==> config.mk <==
export PLATFORM = sky130hd
export DESIGN_NAME = dtw_stream_feeder_flat
export DESIGN_NICKNAME = d
export VERILOG_FILES = /design/src/rtl/dtw_stream_feeder_if.sv /design/src/rtl/dtw_stream_feeder.sv /design/src/flat_wrapper.sv
export SDC_FILE = /design/constraint.sdc
export NUM_CORES = 1
export LEC_CHECK = 0
export CORE_UTILIZATION = 45
export CTS_CLUSTER_SIZE = 28
export DETAILED_ROUTE_END_ITERATION = 16
export PLACE_DENSITY = 0.69
export SLEW_MARGIN = 0
export SYNTH_ARGS = -nofsm -noshare
export SYNTH_HDL_FRONTEND = slang
export SYNTH_SLANG_ARGS = --single-unit
==> constraint.sdc <==
create_clock -name clk -period 2.67 [get_ports clk]
set_clock_uncertainty 0.05 [all_clocks]
set_input_delay 0.534 -clock clk [delete_from_list [all_inputs] [get_ports clk]]
set_output_delay 0.534 -clock clk [all_outputs]
set_load 0.01 [all_outputs]
==> src/rtl/dtw_stream_feeder_if.sv <==
// ---------------------------------------------------------------------------
// dtw_stream_feeder_if
// Bundles the two streaming handshakes around the DTW feeder:
//   - camera stream : cam_valid / cam_data in, cam_ready out of the feeder
//   - core samples  : ready (run enable), ready_refer / ready_camera request
//                     pulses from the core, refer / camera samples back,
//                     score / done result strobe from the core
// Handshake semantics: a camera sample transfers on every rising edge where
// cam_valid and cam_ready are both high; cam_valid may not depend on
// cam_ready. The core pulses ready_refer / ready_camera for one cycle per
// sample wanted and reads refer / camera on the following cycle.
// Modports:
//   master : the feeder side (drives cam_ready, ready, refer, camera)
//   slave  : the upstream stream + DTW core side
// ---------------------------------------------------------------------------
interface dtw_stream_feeder_if #(
    parameter int DATA_WIDTH = 10
);
    logic                  cam_valid;
    logic [DATA_WIDTH-1:0] cam_data;
    logic                  cam_ready;
    logic                  ready;
    logic                  ready_refer;
    logic [DATA_WIDTH-1:0] refer;
    logic                  ready_camera;
    logic [DATA_WIDTH-1:0] camera;
    logic [DATA_WIDTH-1:0] score;
    logic                  done;

    modport master (
        input  cam_valid, cam_data, ready_refer, ready_camera, score, done,
        output cam_ready, ready, refer, camera
    );

    modport slave (
        output cam_valid, cam_data, ready_refer, ready_camera, score, done,
        input  cam_ready, ready, refer, camera
    );
endinterface

==> src/rtl/dtw_stream_feeder.sv <==
// ---------------------------------------------------------------------------
// dtw_stream_feeder
// Source side of the DTW core sample handshake. Keeps one reference sequence
// of SIZE samples in a register memory, buffers the camera stream in a FIFO,
// runs the core with `ready`, answers each sample request one cycle later and
// captures the core score on `done`.
//
// Optional feature macro: DTW_FEEDER_BEST_SCORE_EN
//   defined   : best_score tracks the minimum captured score
//   undefined : best_score is constant all-ones
//
// Ports:
//   clk, rst_n          clock (rising edge), async active-low reset
//   ref_wr_en/addr/data reference memory write port (addr >= SIZE ignored)
//   start               begin one comparison (ignored while busy)
//   bus (master)        camera stream + core sample handshake
//   result/result_valid captured score and its one-cycle strobe
//   busy                high outside IDLE
//   err_underrun        sticky camera-request-on-empty flag
//   best_score          lowest captured score
//   dbg_state           FSM state (0 IDLE, 1 PRIME, 2 RUN)
// ---------------------------------------------------------------------------
module dtw_stream_feeder #(
    parameter int DATA_WIDTH = 10,
    parameter int SIZE       = 20,
    parameter int CAM_DEPTH  = 32
) (
    input  logic                      clk,
    input  logic                      rst_n,
    input  logic                      ref_wr_en,
    input  logic [$clog2(SIZE)-1:0]   ref_wr_addr,
    input  logic [DATA_WIDTH-1:0]     ref_wr_data,
    input  logic                      start,
    dtw_stream_feeder_if.master       bus,
    output logic [DATA_WIDTH-1:0]     result,
    output logic                      result_valid,
    output logic                      busy,
    output logic                      err_underrun,
    output logic [DATA_WIDTH-1:0]     best_score,
    output logic [1:0]                dbg_state
);
    localparam int AW = $clog2(SIZE);
    localparam int PW = $clog2(CAM_DEPTH);
    localparam logic [AW-1:0] REF_LAST = AW'(SIZE - 1);
    localparam logic [PW:0]   CNT_FULL = (PW + 1)'(CAM_DEPTH);

    typedef enum logic [1:0] {
        ST_IDLE  = 2'd0,
        ST_PRIME = 2'd1,
        ST_RUN   = 2'd2
    } state_t;

    state_t r_state;
    state_t w_state_next;

    // Storage (no reset: reference survives rst_n, FIFO data is discarded
    // by clearing the pointers/count).
    logic [DATA_WIDTH-1:0] r_ref_mem [SIZE];
    logic [DATA_WIDTH-1:0] r_cam_mem [CAM_DEPTH];

    logic [AW-1:0]         r_ref_ptr;
    logic [PW-1:0]         r_wr_ptr;
    logic [PW-1:0]         r_rd_ptr;
    logic [PW:0]           r_count;
    logic [DATA_WIDTH-1:0] r_refer;
    logic [DATA_WIDTH-1:0] r_camera;
    logic                  r_ready;
    logic [DATA_WIDTH-1:0] r_result;
    logic                  r_result_valid;
    logic                  r_err_underrun;

    logic                  w_empty;
    logic                  w_full;
    logic                  w_push;
    logic                  w_pop;
    logic                  w_start_acc;
    logic                  w_cam_req;
    logic                  w_underrun;
    logic                  w_ref_req;
    logic                  w_capture;
    logic [DATA_WIDTH-1:0] w_head;

    assign w_empty     = (r_count == '0);
    assign w_full      = (r_count == CNT_FULL);
    assign w_head      = r_cam_mem[r_rd_ptr];
    assign w_push      = bus.cam_valid & ~w_full;
    assign w_start_acc = (r_state == ST_IDLE) & start;
    assign w_cam_req   = (r_state == ST_RUN) & bus.ready_camera;
    assign w_underrun  = w_cam_req & w_empty;
    // Entering RUN preloads the first camera sample, hence the PRIME pop.
    assign w_pop       = ((r_state == ST_PRIME) | w_cam_req) & ~w_empty;
    assign w_ref_req   = ((r_state == ST_PRIME) | (r_state == ST_RUN)) & bus.ready_refer;
    assign w_capture   = (r_state == ST_RUN) & bus.done;

    // ---------------- FSM ----------------
    always_ff @(posedge clk or negedge rst_n) begin
        if (!rst_n) begin
            r_state <= ST_IDLE;
        end else begin
            r_state <= w_state_next;
        end
    end

    always_comb begin
        w_state_next = r_state;
        case (r_state)
            ST_IDLE:  if (start)    w_state_next = ST_PRIME;
            ST_PRIME: if (!w_empty) w_state_next = ST_RUN;
            ST_RUN:   if (bus.done) w_state_next = ST_IDLE;
            default:                w_state_next = ST_IDLE;
        endcase
    end

    // ---------------- datapath registers ----------------
    always_ff @(posedge clk or negedge rst_n) begin
        if (!rst_n) begin
            r_ready        <= 1'b0;
            r_ref_ptr      <= '0;
            r_refer        <= '0;
            r_camera       <= '0;
            r_result       <= '0;
            r_result_valid <= 1'b0;
            r_err_underrun <= 1'b0;
        end else begin
            r_ready        <= (w_state_next == ST_RUN);
            r_result_valid <= w_capture;

            if (w_capture) begin
                r_result <= bus.score;
            end

            if (w_start_acc) begin
                r_ref_ptr      <= '0;
                r_err_underrun <= 1'b0;
            end else begin
                if (w_ref_req) begin
                    r_refer   <= r_ref_mem[r_ref_ptr];
                    r_ref_ptr <= (r_ref_ptr == REF_LAST) ? '0 : r_ref_ptr + 1'b1;
                end
                if (w_underrun) begin
                    r_err_underrun <= 1'b1;
                end
            end

            if (w_pop) begin
                r_camera <= w_head;
            end
        end
    end

    // ---------------- camera FIFO control ----------------
    always_ff @(posedge clk or negedge rst_n) begin
        if (!rst_n) begin
            r_wr_ptr <= '0;
            r_rd_ptr <= '0;
            r_count  <= '0;
        end else begin
            if (w_push) r_wr_ptr <= r_wr_ptr + 1'b1;
            if (w_pop)  r_rd_ptr <= r_rd_ptr + 1'b1;
            case ({w_push, w_pop})
                2'b10:   r_count <= r_count + 1'b1;
                2'b01:   r_count <= r_count - 1'b1;
                default: r_count <= r_count;
            endcase
        end
    end

    always_ff @(posedge clk) begin
        if (w_push) begin
            r_cam_mem[r_wr_ptr] <= bus.cam_data;
        end
    end

    // Reference memory: a same-address read in this cycle sees the old data
    // because the read above samples the array before this update lands.
    always_ff @(posedge clk) begin
        if (ref_wr_en && (int'(ref_wr_addr) < SIZE)) begin
            r_ref_mem[ref_wr_addr] <= ref_wr_data;
        end
    end

    // ---------------- best score ----------------
`ifdef DTW_FEEDER_BEST_SCORE_EN
    logic [DATA_WIDTH-1:0] r_best_score;

    always_ff @(posedge clk or negedge rst_n) begin
        if (!rst_n) begin
            r_best_score <= '1;
        end else if (w_capture && (bus.score < r_best_score)) begin
            r_best_score <= bus.score;
        end
    end

    assign best_score = r_best_score;
`else
    assign best_score = '1;
`endif

    // ---------------- outputs ----------------
    assign bus.cam_ready = ~w_full;
    assign bus.ready     = r_ready;
    assign bus.refer     = r_refer;
    assign bus.camera    = r_camera;
    assign result        = r_result;
    assign result_valid  = r_result_valid;
    assign busy          = (r_state != ST_IDLE);
    assign err_underrun  = r_err_underrun;
    assign dbg_state     = r_state;

endmodule

==> src/flat_wrapper.sv <==
// flat-port wrapper written by rule: the top's interface ports become plain ports
module dtw_stream_feeder_flat 
#(
    parameter int DATA_WIDTH = 10,
    parameter int SIZE       = 20,
    parameter int CAM_DEPTH  = 32
)
  (clk, rst_n, ref_wr_en, ref_wr_addr, ref_wr_data, start, result, result_valid, busy, err_underrun, best_score, dbg_state, bus_cam_valid, bus_cam_data, bus_ready_refer, bus_ready_camera, bus_score, bus_done, bus_cam_ready, bus_ready, bus_refer, bus_camera);
  dtw_stream_feeder_if #(.DATA_WIDTH(DATA_WIDTH)) bus_i ();
  input  logic clk;
  input  logic rst_n;
  input  logic ref_wr_en;
  input  logic [$clog2(SIZE)-1:0] ref_wr_addr;
  input  logic [DATA_WIDTH-1:0] ref_wr_data;
  input  logic start;
  output logic [DATA_WIDTH-1:0] result;
  output logic result_valid;
  output logic busy;
  output logic err_underrun;
  output logic [DATA_WIDTH-1:0] best_score;
  output logic [1:0] dbg_state;
  input wire logic [$bits(bus_i.cam_valid)-1:0] bus_cam_valid;
  input wire logic [$bits(bus_i.cam_data)-1:0] bus_cam_data;
  input wire logic [$bits(bus_i.ready_refer)-1:0] bus_ready_refer;
  input wire logic [$bits(bus_i.ready_camera)-1:0] bus_ready_camera;
  input wire logic [$bits(bus_i.score)-1:0] bus_score;
  input wire logic [$bits(bus_i.done)-1:0] bus_done;
  output wire logic [$bits(bus_i.cam_ready)-1:0] bus_cam_ready;
  output wire logic [$bits(bus_i.ready)-1:0] bus_ready;
  output wire logic [$bits(bus_i.refer)-1:0] bus_refer;
  output wire logic [$bits(bus_i.camera)-1:0] bus_camera;
  assign bus_i.cam_valid = bus_cam_valid;
  assign bus_i.cam_data = bus_cam_data;
  assign bus_i.ready_refer = bus_ready_refer;
  assign bus_i.ready_camera = bus_ready_camera;
  assign bus_i.score = bus_score;
  assign bus_i.done = bus_done;
  assign bus_cam_ready = bus_i.cam_ready;
  assign bus_ready = bus_i.ready;
  assign bus_refer = bus_i.refer;
  assign bus_camera = bus_i.camera;
  dtw_stream_feeder #(.DATA_WIDTH(DATA_WIDTH), .SIZE(SIZE), .CAM_DEPTH(CAM_DEPTH)) u_core (.clk(clk), .rst_n(rst_n), .ref_wr_en(ref_wr_en), .ref_wr_addr(ref_wr_addr), .ref_wr_data(ref_wr_data), .start(start), .bus(bus_i), .result(result), .result_valid(result_valid), .busy(busy), .err_underrun(err_underrun), .best_score(best_score), .dbg_state(dbg_state));
endmodule
==> results of run 1 <==
-- layout by cell type (no fill, tap or decap), types with 23 or more instances in the layout --
cell / n
clkdlybuf4s50_1: 78
a21oi_1: 23
dfrtp_1: 51
mux2i_1: 103
edfxtp_1: 520
mux4_2: 73
clkbuf_16: 56
buf_4: 107
nor2_1: 73
nand2_1: 58
-- sequential cells by signal, indices dropped and copies added (netlist names) --
name                 cells
u_core.r_ref_mem       200
u_core.r_count           6
u_core.bus.ready         1
u_core.bus.refer        10
u_core.bus.camera       10
u_core.r_cam_mem       320
u_core.result_valid      1
u_core.r_ref_ptr         5
u_core.r_rd_ptr          5
u_core.r_wr_ptr          5
u_core.result           10
u_core.dbg_state         2
u_core.err_underrun      1
-- worst paths after layout --
check | from | end | cells past startpoint
setup / recovery | u_core.r_count[1]$_DFFE_PN0P_ | bus_cam_ready | 4
hold / removal | rst_n | u_core.r_ref_ptr[0]$_DFFE_PN0P_ | 2
setup reg to reg | u_core.r_rd_ptr[1]$_DFFE_PN0P_ | u_core.bus.camera[0]$_DFFE_PN0P_ | 8
hold reg to reg | u_core.bus.refer[7]$_DFFE_PN0P_ | u_core.bus.refer[7]$_DFFE_PN0P_ | 2
max in group asynchronous | rst_n | u_core.r_rd_ptr[0]$_DFFE_PN0P_ | 3
min in group clk | u_core.bus.refer[7]$_DFFE_PN0P_ | u_core.bus.refer[7]$_DFFE_PN0P_ | 2
-- what timing repair did --
item / in CTS / in global routing
gates resized for setup: 1 / 1
hold buffers: 1 / 0
endpoints found under the setup margin: 1 / 1
hold endpoints to repair: 16 / 0
pin swaps: 0 / 2
buffers inserted: 0 / 0
-- cell usage after synthesis (7+ instances only) --
cell type | n | area share
o221ai_1 | 9 | 0.0034
o22ai_1 | 19 | 0.0051
xnor2_1 | 8 | 0.0030
a2111oi_1 | 8 | 0.0035
nand3_1 | 7 | 0.0015
edfxtp_1 | 520 | 0.68
a2bb2oi_1 | 9 | 0.0034
buf_6 | 16 | 0.0078
nor2_1 | 73 | 0.012
o31ai_1 | 18 | 0.0058
ha_1 | 13 | 0.0070
a221oi_2 | 9 | 0.0058
mux2_2 | 22 | 0.011
nor3_1 | 7 | 0.0015
mux4_2 | 73 | 0.071
buf_2 | 19 | 0.0041
inv_1 | 10 | 0.0016
a221oi_1 | 9 | 0.0034
clkbuf_1 | 18 | 0.0029
o21ai_0 | 7 | 0.0015
a211oi_1 | 20 | 0.0065
dfrtp_1 | 56 | 0.061
nor2b_1 | 18 | 0.0049
buf_4 | 16 | 0.0052
o21a_1 | 10 | 0.0032
mux2i_1 | 103 | 0.045
and3_1 | 9 | 0.0024
nand2_1 | 58 | 0.0094
a21oi_1 | 23 | 0.0050
-- where the power goes --
group          internal, mW  switching, mW
Clock                  4.25           3.33
Combinational          3.60           4.07
Sequential             10.6          0.634
Total                  18.4           8.04
-- per-layer routing --
| metal | track usage | vias to the layer above | routed length [um] |
|---|---|---|---|
| met3 | 0.0277 | 53 | 2860 |
| met1 | 0.267 | 6208 | 21200 |
| met5 | 0 | - | 0 |
| li1 | - | 5339 | - |
| met4 | 0.0512 | 0 | 899 |
| met2 | 0.322 | 382 | 25000 |
-- layout make-up --
type | instances | share of cell area
flip-flops and latches | 576 | 0.631
multi-input cells | 598 | 0.207
repair buffers | 194 | 0.0644
clock buffers | 68 | 0.0550
well taps | 672 | 0.0311
clock inverters | 36 | 0.0105
inverters | 11 | 0.00162
-- cell families after synthesis --
family / synth area share
xor gates and xnor gates: 0.00530
and+or+nand+nor: 0.0456
adders and majority gates: 0.00703
other: 0.000162
buffers and inverters: 0.0252
AOI/OAI and AO/OA: 0.0522
muxes: 0.129
DFF: 0.736
-- worst max-delay path, cell delays in order, from the launching register on --
cell and delay [ns]:
dfrtp_1 0.38, buf_4 0.16, nor3_2 0.23, nand3_1 0.11
clkdlybuf4s50_1 0.49
==> results.toml, run 1 <==
[route]
drt_iter0_markers = 1243
drc = 0
vias_per_cell = 5.56
wl_per_cell_um = 23.2
vias = 11982
drt_wl_total_mm = 50.0
postRouteAntennaNets = 0
drt_pass1_iterations = 5

[yosys]
synth-seq-cells = 576
synth.avg_cell_area_um2 = 18.5
synthArstFlopShare = 0.0972
ys.flop_type = "edfxtp_1"
synthCells = 1251
yosysUniqueCellTypes = 62
synthesis.area_um2 = 23100
yosysWarnings = 0
seq_area_frac_synth = 0.736
synth-edff-count = 520

[place]
gp_congestion = 0.790
io_buffers = 79
place_hpwl_mm = 31.1
preCtsSetupSlack_ns = -0.0270
placed_cell_area_um2 = 25200
dp.cells = 2050

[clocking]
cts_sinks = 576
worstSkewPairLatency_ns = 0.62
numCtsBuffers = 56
cts_buffer_depth = 3
htreeDepth = 2
clk_pin_slew_ns = 0.07
cts_tree = "done"
root_buffer = "clkbuf_16"

[global_route]
grt_pass1_vias = 12303
gr-total-overflow = 0
grt_pass1_wl_mm = 75.5
grt_usage = 0.193
grt_max_degree = 44
antenna_found_initial = 0

[timing]
max_slew.worst_pin.slew_ns = 0.801
fmax_ghz = 0.387
finalCritPeriodShare = 0.967
slew_violations = 0
holdWs_ns = 0.403
min_period_ns = 2.58
slew-limit-headroom = 0.465
setup_slack_ns = 0.0884
finalSetupViolCount = 0
tns_ns = 0
final_hold_viol_count = 0
grt_setup_unrepaired = "no"

[floorplanning]
die-area_um2 = 52300
start_util = 0.459
rows = 82
die_x_um = 229
die_h_um = 229
ioPinCount = 90
fp.coreArea_um2 = 50400

[cells_and_area]
final_net_count = 1493
n_antenna_cell = 0
final_util = 0.536
seq_area_um2 = 17000
fillers = 3930
multi_input_area_um2 = 5580
final_cell_area_um2 = 27000
syn_to_final_growth_pct = 16.8
stdcell_count = 2155
layout-drive-gt1-share = 0.224

[critical_path]
critPathKind = "register to output pin"
critPathCaptureType = "output pin"
worstPathRequired_ns = 2.09
rrSetupSlack_ns = 0.20
critPathLaunchType = "register"
path_max_fanout = 7
crit_arrival_ns = 2.00

[power_and_ir_drop]
ir_drop_mv = 0.626
p_per_area_nw_per_um2 = 980
total_power_mw = 26.5
power_leakage_nw = 9.12

[outcome]
status = "finished, final reports clean"

[worst_hold_path]
hp-class = "input port to async pin"

[job]
drv_cap = 0
(Power assumes the default switching activity.)
==> run 2, diff against run 1 <==
--- a/config.mk
+++ b/config.mk
@@ -5,10 +5,11 @@
 export SDC_FILE = /design/constraint.sdc
 export NUM_CORES = 1
 export LEC_CHECK = 0
+export ABC_AREA = 1
 export CORE_UTILIZATION = 45
 export CTS_CLUSTER_SIZE = 28
 export DETAILED_ROUTE_END_ITERATION = 16
-export PLACE_DENSITY = 0.69
+export PLACE_DENSITY = 0.67
 export SLEW_MARGIN = 0
 export SYNTH_ARGS = -nofsm -noshare
 export SYNTH_HDL_FRONTEND = slang
==> constraint.sdc (replaced) <==
create_clock -name clk -period 2.5 [get_ports clk]
set_clock_uncertainty 0.05 [all_clocks]
set_input_delay 0.5 -clock clk [delete_from_list [all_inputs] [get_ports clk]]
set_output_delay 0.5 -clock clk [all_outputs]
set_load 0.01 [all_outputs]
==> run 2 against run 1 <==
Net effect:
- design area is 5.7% higher
- non-clock buffer count is 1 higher
- routed wire length is 16% higher
- setup slack better by 0.11 ns
- total power is 13% higher
- largest cell class unchanged
==> results.toml, run 2 <==
[outcome]
status = "finished, final reports clean"

[clocking]
numCtsBuffers = 59
cts_tree = "done"
cts_buffer_depth = 3
worstSkewPairLatency_ns = 0.63
htreeDepth = 2
root_buffer = "clkbuf_16"
cts_sinks = 576
clk_pin_slew_ns = 0.06

[critical_path]
max_stage_delay_ns = 0.44
critPathKind = "register to output pin"
path_common_cell = "nand3_1"
rrSetupSlack_ns = 0.24
reg2reg_from = "u_core.dbg_state[0]$_DFF_PN0_"
worstSetupStartpoint = "u_core.r_count[0]$_DFFE_PN0P_"
crit_arrival_ns = 1.75
slowest_stage = "dfrtp_1"
critPathLaunchType = "register"
critPathCaptureType = "output pin"
rr_endpoint = "u_core.r_count[4]$_DFFE_PN0P_"
reg2reg_depth = 17
path_max_fanout = 4
worstPathRequired_ns = 1.95
path_cells = "nor2_1 > nand3_1 > inv_1 > nand3_1 > dlygate4sd2_1"

[timing]
finalSetupViolCount = 0
grt_setup_unrepaired = "no"
min_period_ns = 2.30
slew_violations = 0
final_hold_viol_count = 0
max_slew.worst_pin.slew_ns = 0.742
setup_slack_ns = 0.203
slew-limit-headroom = 0.505
fmax_ghz = 0.435
tns_ns = 0
finalCritPeriodShare = 0.919

[job]
drv_cap = 0

[yosys]
synth_top_area_share = 0.638
synthArstFlopShare = 0.0972
synth-edff-count = 520
synth-seq-cells = 576
yosysWarnings = 0
synth.avg_cell_area_um2 = 10.7
synth.most_common_cell = "nand2_1"
synth_common_cells = "nand2_1 (700), edfxtp_1 (520), nand3_1 (306)"
synthesis.area_um2 = 24500
synthCells = 2280
ys.flop_type = "edfxtp_1"
synth_top_area_cell = "edfxtp_1"
seq_area_frac_synth = 0.695
yosysUniqueCellTypes = 32
synth_area_leaders = "edfxtp_1 (64%), nand2_1 (11%), nand3_1 (6.3%)"

[cells_and_area]
largest_register_ffs = 320
regMostFlops = "u_core.r_cam_mem"
layout-drive-gt1-share = 0.0901
fillers = 4681
syn_to_final_growth_pct = 16.5
final_util = 0.530
final_net_count = 2481
top_regs = "u_core.r_cam_mem: 320 flops, u_core.r_ref_mem: 200 flops"
stdcell_count = 3172
mostFrequentLayoutCells = "nand2_1 (698), edfxtp_1 (520), nand3_1 (305), inv_1 (250), nor2_1 (144)"
final_common_cell = "nand2_1"
n_antenna_cell = 0

[global_route]
antenna_found_initial = 0
grt_usage = 0.211
grt_max_degree = 113
gr-total-overflow = 0
grt_pass1_vias = 15948
grt_pass1_wl_mm = 90.6

[place]
gp_congestion = 0.843
place_hpwl_mm = 35.4
preCtsSetupSlack_ns = 0.0156
io_buffers = 79
dp.cells = 3057

[floorplanning]
die_x_um = 235
die_h_um = 235
fp.coreArea_um2 = 53800
ioPinCount = 90
die-area_um2 = 55400
rows = 85
start_util = 0.455

[route]
drt_pass1_iterations = 7
wl_per_cell_um = 18.4
drt_iter0_markers = 1588
vias = 16355
drt_wl_total_mm = 58.2
postRouteAntennaNets = 0
vias_per_cell = 5.16
drc = 0

[power_and_ir_drop]
ir_drop_mv = 0.681
power_leakage_nw = 11.5
p_per_area_nw_per_um2 = 1050
total_power_mw = 30.0

[worst_hold_path]
holdPathEnd = "u_core.result[6]$_DFFE_PN0P_"
hp-class = "input port to register"
hold_path.startpoint = "bus_score[6]"
holdPathStages = 3
run 2: cells by family (layout without fill, tap and decap cells):
family | after synthesis | in the layout | share of synthesized area
compound gates | 135 | 135 | 0.0325
xor+xnor | 13 | 13 | 0.00465
fa+ha+maj | 13 | 13 | 0.00664
buf+inv | 375 | 562 | 0.0649
flops | 576 | 576 | 0.695
other cells | 1 | 10 | 0.000153
simple gates | 1167 | 1167 | 0.196
run 2: how the worst max path moves through the flow:
stage                                                to  slack [ns]
after global routing      u_core.r_count[5]$_DFFE_PN0P_        0.02
final                                     bus_cam_ready        0.20
after CTS                                          busy        0.03
after detailed placement  u_core.r_count[4]$_DFFE_PN0P_        0.02
after floorplan           u_core.r_count[4]$_DFFE_PN0P_        0.04
after global placement    u_core.r_count[4]$_DFFE_PN0P_        0.01
run 2: per-layer routing:
layer,wire length (um),share of wire,global-route usage
met1,24400,0.42,0.280
met2,27800,0.48,0.348
met3,3860,0.066,0.0313
met4,2210,0.038,0.0852
met5,0,0,0
run 2: stage by stage:
step / cell area [um^2] / hold slack [ns]
global placement: 26500 / 0.414
detailed placement: 26500 / 0.416
global route: 28500 / 0.376
CTS: 28500 / 0.345
floorplan: 24500 / 0.154
finish: 28500 / 0.372
run 2: area by class of cell:
type                            instances  area, um^2  area share
Sequential cell                       576       17000       0.597
Multi-Input combinational cell       1338        5930       0.208
Timing Repair Buffer                  195        1770      0.0621
Clock buffer                           77        1610      0.0563
Inverter                              255         960      0.0336
Tap cell                              696         871      0.0305
Clock inverter                         35         369      0.0129
run 2: worst max-delay path: cells and delay by family (launching register included):
kind	cells	cell delay, ns
buffers and inverters	2	0.38
flip-flops	1	0.44
AND/OR/NAND/NOR	3	0.31
run 2: timing repair:
item / 4_1_cts / 5_1_grt
setup buffers: 2 / 0
hold endpoints to repair: 24 / 0
setup endpoints to repair: 2 / 3
resized for setup: 1 / 5
hold buffers: 1 / 0
run 2: where the power goes:
group	leakage (nW)	internal [mW]	switching [mW]
Sequential	5.38	11.3	0.444
Clock	0.974	5.18	3.74
Combinational	5.14	3.15	6.22
Total	11.5	19.6	10.4
==> RTL edit, RTL diff (config.mk and constraints of run 2) <==
`SIZE` is set to 20 in 2 places; all go to 40.
--- a/src/rtl/dtw_stream_feeder.sv
+++ b/src/rtl/dtw_stream_feeder.sv
@@ -24,3 +24,3 @@
     parameter int DATA_WIDTH = 10,
-    parameter int SIZE       = 20,
+    parameter int SIZE       = 40,
     parameter int CAM_DEPTH  = 32
--- a/src/flat_wrapper.sv
+++ b/src/flat_wrapper.sv
@@ -4,3 +4,3 @@
     parameter int DATA_WIDTH = 10,
-    parameter int SIZE       = 20,
+    parameter int SIZE       = 40,
     parameter int CAM_DEPTH  = 32
Interface: changed (resized ref_wr_addr); port bits go from 90 to 91. No check against the original RTL was run, so the function may have changed too.
==> RTL edit against run 2 <==
Clock power increased by 35%; area after synthesis grew 31%; die area increased by 31%; routed wire length grew 35%; design area increased by 30%; sequential cell count is 201 higher; largest cell class unchanged; register-to-register slack worse by 20 ps; global-route usage is 0.81 points higher; synthesized cell count grew 17%; worst setup slack got worse by 77 ps; combinational power grew 28%; total power rose by 32%.
==> RTL edit: results (changes against run 2) <==
Fin cells -> 3840 (+21%)
Multi-input gate count -> 1625 (+21%)
Buffers excl. clock -> 242 (+24%)
Max Used Layer -> met5
Total Wirelength -> 78400 um (+35%)
Hold Startpoint -> ref_wr_data[6]
Hold EP -> u_core.r_ref_mem[30][6]$_DFFE_PP_
Largest registers -> u_core.r_ref_mem: 400 flops, u_core.r_cam_mem: 320 flops
Met3 usage -> 0.0354 (+0.00413)
Buffering overhead -> 0.0592 (-0.00298)
Placed cell count -> 3695 (+21%)
Met3 wire len -> 5500 um (+42%)
Fraction of area in multi-input gates -> 0.207 (-0.00125)
Worst reg-to-reg path cell count -> 18 (+1)
Worst Path Arrival -> 1820 ps (+70 ps)
Synth top cells by count -> edfxtp_1 (720), nand2_1 (541), nand3_1 (386), nor2_1 (312), o21ai_0 (153)
Largest stage delay on the critical path -> 400 ps (-40 ps)
Status -> finished clean
Share of cells above drive strength 1 -> 0.114 (+0.0244)
Max-slew headroom -> 0.512 (+0.00704)
Critical Path End -> busy
Post-Route M1 WL -> 32800 um (+35%)
Post-CTS setup buffers -> 0 (-2)
Vias -> 20800 (+27%)
Sequential element share of the synthesized area -> 0.719 (+0.0236)
CTS H-tree lvls -> 3 (+1)
Clock network share of area -> 0.0716 (+0.00239)
Hold depth -> 2 (-1)
## RTL edit: cell count changes after synthesis, sizes merged, moves of 30 or more
| cell | before | now |
|---|---|---|
| edfxtp | 520 | 720 |
| nor2 | 145 | 312 |
| inv | 254 | 111 |
| o21ai | 57 | 181 |
| buf | 86 | 116 |
| nand3 | 306 | 386 |
| nand2 | 701 | 541 |
| o211ai | 40 | 110 |
## RTL edit: cells by family after synthesis
logic type / Yosys count / synth area share
simple gates: 1252 / 0.162
fa+ha+maj: 13 / 0.00507
other cells: 1 / 0.000117
compound gates: 333 / 0.0656
buf+inv: 283 / 0.0436
xor+xnor: 17 / 0.00464
flops: 777 / 0.719
## RTL edit: metrics by stage
step           TNS, ps  total power, mW  hold WS [ps]  worst slack, ps
6_report             0             39.6           301              126
5_1_grt          -7.83             41.5           292            -7.83
4_1_cts              0             39.7           277             64.2
3_5_place_dp      -267             27.7           417             -142
3_3_place_gp      -235             27.5           416             -140
2_1_floorplan        0             23.5           154             10.3
